$ cat config.mk
export PLATFORM = sky130hd
export DESIGN_NAME = note_step_sequencer
export DESIGN_NICKNAME = d
export VERILOG_FILES = /design/src/rtl/note_step_sequencer.sv
export SDC_FILE = /design/constraint.sdc
export NUM_CORES = 1
export LEC_CHECK = 0
export BUFFER_PORTS_ARGS = -buffer_cell sky130_fd_sc_hd__buf_2
export CAP_MARGIN = 20
export CORE_ASPECT_RATIO = 0.9
export CORE_MARGIN = 10
export CORE_UTILIZATION = 40
export CTS_CLUSTER_SIZE = 8
export DETAILED_ROUTE_END_ITERATION = 8
export SLEW_MARGIN = 10
export SYNTH_ARGS = -nofsm -noshare
export SYNTH_HDL_FRONTEND = slang
export SYNTH_SLANG_ARGS = --single-unit
$ cat constraint.sdc
create_clock -name clk -period 18.44 [get_ports clk]
set_input_delay 2.766 -clock clk [delete_from_list [all_inputs] [get_ports clk]]
set_output_delay 2.766 -clock clk [all_outputs]
set_load 0.1 [all_outputs]
$ cat src/rtl/note_step_sequencer.sv
// Sample-rate prescaler plus a 16-step pattern sequencer driving note index and gate
// for the voice synth. The sequencer only moves on sample ticks.
module note_step_sequencer #(
    parameter  int SAMPLE_DIV = 21,
    parameter  int NUM_STEPS  = 16,
    parameter  int STEP_W     = 12,
    localparam int IDX_W      = $clog2(NUM_STEPS),
    localparam int PS_W       = $clog2(SAMPLE_DIV)
) (
    input  logic              clk,
    input  logic              rst_n,
    input  logic              run,
    input  logic [STEP_W-1:0] step_len,
    input  logic [STEP_W-1:0] gate_len,
    input  logic [IDX_W-1:0]  loop_last,
    input  logic              wr_en,
    input  logic [IDX_W-1:0]  wr_addr,
    input  logic [4:0]        wr_data,
    output logic              sample_tick,
    output logic              step_pulse,
    output logic [IDX_W-1:0]  step_idx,
    output logic [3:0]        note_out,
    output logic              gate_out
);

    // state   | meaning
    // IDLE    | stopped, waiting for a tick with run=1
    // GATE    | step playing, gate high
    // HOLD    | step playing, gate low until step end
    // Loading a step is an action taken on the tick that leaves IDLE or ends HOLD.
    localparam logic [1:0] ST_IDLE = 2'd0;
    localparam logic [1:0] ST_GATE = 2'd1;
    localparam logic [1:0] ST_HOLD = 2'd2;

    logic [PS_W-1:0]   ps_q, ps_d;
    logic              tick_q, tick_d;
    logic [1:0]        state_q, state_d;
    logic [STEP_W-1:0] tcnt_q, tcnt_d;
    logic [IDX_W-1:0]  step_idx_q, step_idx_d;
    logic [3:0]        note_q, note_d;
    logic              gate_q, gate_d;
    logic              pulse_q, pulse_d;
    logic [4:0]        pat_q [NUM_STEPS];
    logic [4:0]        pat_d [NUM_STEPS];

    logic [STEP_W-1:0] eff_step, eff_gate, step_m1, tcnt_inc;
    logic [IDX_W-1:0]  next_idx, load_idx;
    logic              load_en;

    always_comb begin
        ps_d   = (ps_q == PS_W'(SAMPLE_DIV - 1)) ? '0 : ps_q + 1'b1;
        tick_d = (ps_q == PS_W'(SAMPLE_DIV - 1));
    end

    // Gate is clamped so every step ends with at least one low tick for retrigger.
    always_comb begin
        eff_step = (step_len < STEP_W'(2)) ? STEP_W'(2) : step_len;
        step_m1  = eff_step - 1'b1;
        eff_gate = (gate_len > step_m1) ? step_m1 : gate_len;
        tcnt_inc = tcnt_q + 1'b1;
        next_idx = (step_idx_q >= loop_last) ? '0 : step_idx_q + 1'b1;
    end

    always_comb begin
        pat_d = pat_q;
        if (wr_en) begin
            pat_d[wr_addr] = wr_data;
        end
    end

    always_comb begin
        state_d    = state_q;
        tcnt_d     = tcnt_q;
        step_idx_d = step_idx_q;
        note_d     = note_q;
        gate_d     = gate_q;
        pulse_d    = 1'b0;
        load_en    = 1'b0;
        load_idx   = '0;

        if (tick_q) begin
            case (state_q)
                ST_IDLE: begin
                    if (run) begin
                        load_en  = 1'b1;
                        load_idx = '0;
                    end
                end
                ST_GATE: begin
                    if (!run) begin
                        gate_d     = 1'b0;
                        step_idx_d = '0;
                        state_d    = ST_IDLE;
                    end else begin
                        tcnt_d = tcnt_inc;
                        if (tcnt_inc >= eff_gate) begin
                            gate_d  = 1'b0;
                            state_d = ST_HOLD;
                        end
                    end
                end
                ST_HOLD: begin
                    if (!run) begin
                        gate_d     = 1'b0;
                        step_idx_d = '0;
                        state_d    = ST_IDLE;
                    end else begin
                        tcnt_d = tcnt_inc;
                        if (tcnt_inc >= eff_step) begin
                            load_en  = 1'b1;
                            load_idx = next_idx;
                        end
                    end
                end
                default: state_d = ST_IDLE;
            endcase
        end

        // Reads the pre-write pattern so a same-cycle write lands on the next loop.
        if (load_en) begin
            step_idx_d = load_idx;
            note_d     = pat_q[load_idx][3:0];
            gate_d     = ~pat_q[load_idx][4] & (eff_gate != '0);
            tcnt_d     = '0;
            pulse_d    = 1'b1;
            state_d    = gate_d ? ST_GATE : ST_HOLD;
        end
    end

    always_ff @(posedge clk) begin
        if (!rst_n) begin
            ps_q       <= '0;
            tick_q     <= 1'b0;
            state_q    <= ST_IDLE;
            tcnt_q     <= '0;
            step_idx_q <= '0;
            note_q     <= '0;
            gate_q     <= 1'b0;
            pulse_q    <= 1'b0;
            for (int i = 0; i < NUM_STEPS; i++) begin
                pat_q[i] <= '0;
            end
        end else begin
            ps_q       <= ps_d;
            tick_q     <= tick_d;
            state_q    <= state_d;
            tcnt_q     <= tcnt_d;
            step_idx_q <= step_idx_d;
            note_q     <= note_d;
            gate_q     <= gate_d;
            pulse_q    <= pulse_d;
            pat_q      <= pat_d;
        end
    end

    assign sample_tick = tick_q;
    assign step_pulse  = pulse_q;
    assign step_idx    = step_idx_q;
    assign note_out    = note_q;
    assign gate_out    = gate_q;

endmodule
==> impl_results.rst <==
.. list-table::
   :header-rows: 1

   * - Metric
     - Value
   * - Status
     - completed
   * - Total number of clock tree sinks
     - 110
   * - Total I/O pin count
     - 52
   * - Vias after detailed routing
     - 5546
   * - Highest attainable clock frequency
     - 127 MHz
   * - Worst Path Required
     - 18.69 ns
   * - Post-CTS setup repair buffer count
     - 0
   * - Actual slew at the worst max-slew pin
     - 1.24 ns
   * - Maximum number of pins on one net before global-route repair
     - 64
   * - Signal arrival time at the worst endpoint
     - 8.15 ns
   * - Max cap viols
     - 0
   * - CTS tree
     - built
   * - Layout filler cell count
     - 1555
   * - Die Wd
     - 154 um
   * - Violation count after the first detailed-route iteration
     - 381
   * - Max Transition Viols Final
     - 0
   * - Critical-path maximum fanout
     - 22
   * - CP dominant cell by count
     - sky130_fd_sc_hd__a21o_1
   * - Final cell utilization of the core
     - 0.457
   * - Primary flip-flop cell chosen by synthesis mapping
     - sky130_fd_sc_hd__dfxtp_1
   * - Total grt overflow
     - 0
   * - Starting Density
     - 0.413
   * - Count of TritonRoute iterations in the first routing pass
     - 5
   * - Routed wire per std cell
     - 17.7 um
   * - Final Hold Vio Count
     - 0
   * - Combined buffer and inverter count along the critical path
     - 1
   * - Cell total after placement
     - 975
   * - Crit-path cells
     - buf_2 -> or4_4 -> or4_1 -> and3_1 -> and3_1 -> xnor2_1 -> ha_1 -> a21o_1 -> a21o_1 -> a221oi_1 -> o31a_1 -> or2_2 -> nand2_1 -> o21ai_0 -> ha_1 -> nand2b_1 -> a21o_1 -> a211oi_1 -> o21ai_0 -> o211a_1 -> o311ai_0 -> nor3_1 -> a32o_1
   * - Unique masters post-synth
     - 64
   * - Number of setup violations in the final report
     - 0
   * - Leading cell type in the layout, fill and taps excluded
     - sky130_fd_sc_hd__nor2_1
   * - Number of synthesized register bits
     - 110
   * - Hold buffers post-CTS
     - 0
   * - Number of instances in the synthesized netlist
     - 756
   * - Headroom to the max-slew limit
     - 0.170
   * - Share of layout cells above drive strength 1
     - 0.114
   * - Total power per unit cell area
     - 68.6 nW/um^2
   * - Clk pin slew, worst setup/hold paths
     - 0.07 ns
   * - Fin Clk Skew
     - 0.00545 ns
   * - Via count of the first global-routing pass
     - 5510
   * - Synthesized netlist net count
     - 842
   * - Hold slack
     - 0.462 ns
   * - Final sum of negative setup slack
     - 0 ns
   * - Worst path setup slack after routing
     - 10.54 ns
   * - Type of the tightest min-delay check
     - reg -> reg
   * - Average via count per standard cell
     - 5.59
   * - Antenna violations before repair
     - 0
   * - Clk buf depth
     - 2
   * - Commonest cells after routing, fill and taps aside
     - sky130_fd_sc_hd__nor2_1 (144), sky130_fd_sc_hd__dfxtp_1 (110), sky130_fd_sc_hd__mux2i_1 (83), sky130_fd_sc_hd__buf_2 (51)
   * - Final non-filler cell total
     - 992
   * - CORE AREA
     - 15600 um^2
   * - Part of the cycle the worst path needs
     - 0.428
   * - Area growth from synthesis to layout
     - 10.7%
   * - Last weighted congestion value of the routability-driven placer
     - 0.883
   * - Number of standard-cell rows in the floorplan
     - 43
   * - Cell area after synthesis
     - 6440 um^2
   * - Number of buffers inserted during clock tree synthesis
     - 9
   * - Root buffer cell
     - sky130_fd_sc_hd__clkbuf_16
   * - Critical Path Start Type
     - primary input
   * - Number of warnings reported in the yosys synthesis log
     - 0
   * - Sequential fraction of the synthesis area
     - 0.342
   * - Peak ir drop on the vdd network
     - 0.0000493 V
   * - Min Clock Period, post-route
     - 7.90 ns
   * - Type of the setup path with the least slack
     - in -> reg
   * - Total Routed Length
     - 17600 um
   * - EDFF count, synth
     - 0
   * - Total DRC errors in the routed layout
     - 0
   * - Global-route wire length before repair
     - 28600 um
   * - CTS HTree Levels
     - 3
   * - All-Layer GR Usage
     - 0.160
   * - Setup repair after global routing missed its margin
     - false
   * - Count of input and output buffers
     - 51
   * - Die Area
     - 21600 um^2
   * - Number of antenna cells inserted
     - 0
   * - Vertical extent of the die
     - 140 um
   * - Count of cells resized by post-cts repair
     - 0
   * - Crit path capture type
     - flop
   * - Leakage power figure
     - 3.01 nW
   * - Largest delay share family, worst path
     - compound AO/OA/AOI/OAI gates
   * - Number of routed nets with antenna violations
     - 0
   * - Fraction of synthesis flops using an asynchronous set or reset pin
     - 0
   * - Number of nets at the end of the flow
     - 871
   * - Longest individual stage delay on the worst path
     - 0.58 ns
   * - Hpwl dp
     - 13300 um
   * - Clock latency at the later pin of the worst-skew pair
     - 0.35 ns
   * - Standard cell with the maximum stage delay on the critical path
     - sky130_fd_sc_hd__or4_4
   * - Pre-CTS setup slack
     - 10.20 ns
   * - Mean Syn Cell Area
     - 8.52 um^2
==> cells in the mapped netlist (all sizes together), types with 9 or more instances <==
cell / instances / area share
a21o: 9 / 0.010
nor2: 144 / 0.084
clkbuf: 30 / 0.017
nand2b: 12 / 0.012
a21oi: 45 / 0.035
dfxtp: 110 / 0.34
nand2: 45 / 0.026
inv: 26 / 0.015
nand3: 16 / 0.012
xor2: 18 / 0.024
a211oi: 13 / 0.015
mux2i: 83 / 0.13
o21ai: 24 / 0.019
xnor2: 15 / 0.020
ha: 45 / 0.087
nor3: 10 / 0.0078
==> kinds of logic (layout without fill, tap and decap cells) <==
logic type,count (synthesis),after routing,synth area share
AO/OA/AOI/OAI,135,135,0.139
XOR/XNOR,33,33,0.0449
adder cells (fa/ha/maj),45,45,0.0874
buffers and inverters,63,97,0.0394
flip-flops,110,110,0.342
multiplexers,89,89,0.144
AND/OR/NAND/NOR,281,281,0.203
==> where the power goes <==
group	internal (mW)	total, mW	switching [mW]
clock network	0.107	0.200	0.0928
registers	0.240	0.242	0.00173
logic	0.0177	0.0473	0.0296
==> per-layer routing <==
| layer | part of all wire | global-route usage |
|---|---|---|
| met4 | 0.020 | 0.0571 |
| met5 | 0 | 0 |
| met2 | 0.47 | 0.266 |
| met3 | 0.044 | 0.0269 |
| met1 | 0.47 | 0.203 |
==> worst reg2reg max path, delay by kind of cell, from the launching register on <==
kind                       cells  cell delay, ns
and+or+nand+nor                9            2.66
AOI/OAI and AO/OA              4            0.92
DFF                            1            0.48
xor gates and xnor gates       1            0.35
adders and majority gates      1            0.24
==> final timing paths <==
check	start	end	slack (ns)	cells past startpoint
setup reg to reg	tcnt_q[0]$_SDFFE_PP0P_	note_out[1]$_SDFFE_PN0P_	13.70	15
hold reg to reg	pat_q[75]$_SDFFE_PN0P_	pat_q[75]$_SDFFE_PN0P_	0.46	2
setup / recovery	step_len[5]	state_q[1]$_SDFFE_PN0P_	10.54	23
hold / removal	pat_q[75]$_SDFFE_PN0P_	pat_q[75]$_SDFFE_PN0P_	0.46	2
==> metrics by stage <==
| stage | power, mW | cell area (um^2) |
|---|---|---|
| after floorplan | 0.278 | 6440 |
| after global placement | 0.292 | 6820 |
| after detailed placement | 0.294 | 6820 |
| after CTS | 0.494 | 7120 |
| after global routing | 0.509 | 7130 |
| final | 0.489 | 7130 |
==> state kept, by name, summed over array words and instances, names as in the netlist <==
signal,flops
pat_q,80
ps_q,5
sample_tick,1
step_pulse,1
gate_out,1
state_q,2
note_out,4
tcnt_q,12
step_idx,4
==> area by class of cell <==
cell class	count	area, um^2	share of cell area
Clock inverter	7	78.8	0.0111
Clock buffer	9	225	0.0316
Sequential cell	110	2200	0.309
Inverter	27	101	0.0142
Tap cell	202	253	0.0355
Multi-Input combinational cell	583	3990	0.560
Timing Repair Buffer	54	278	0.0390
(Power assumes the default switching activity.)
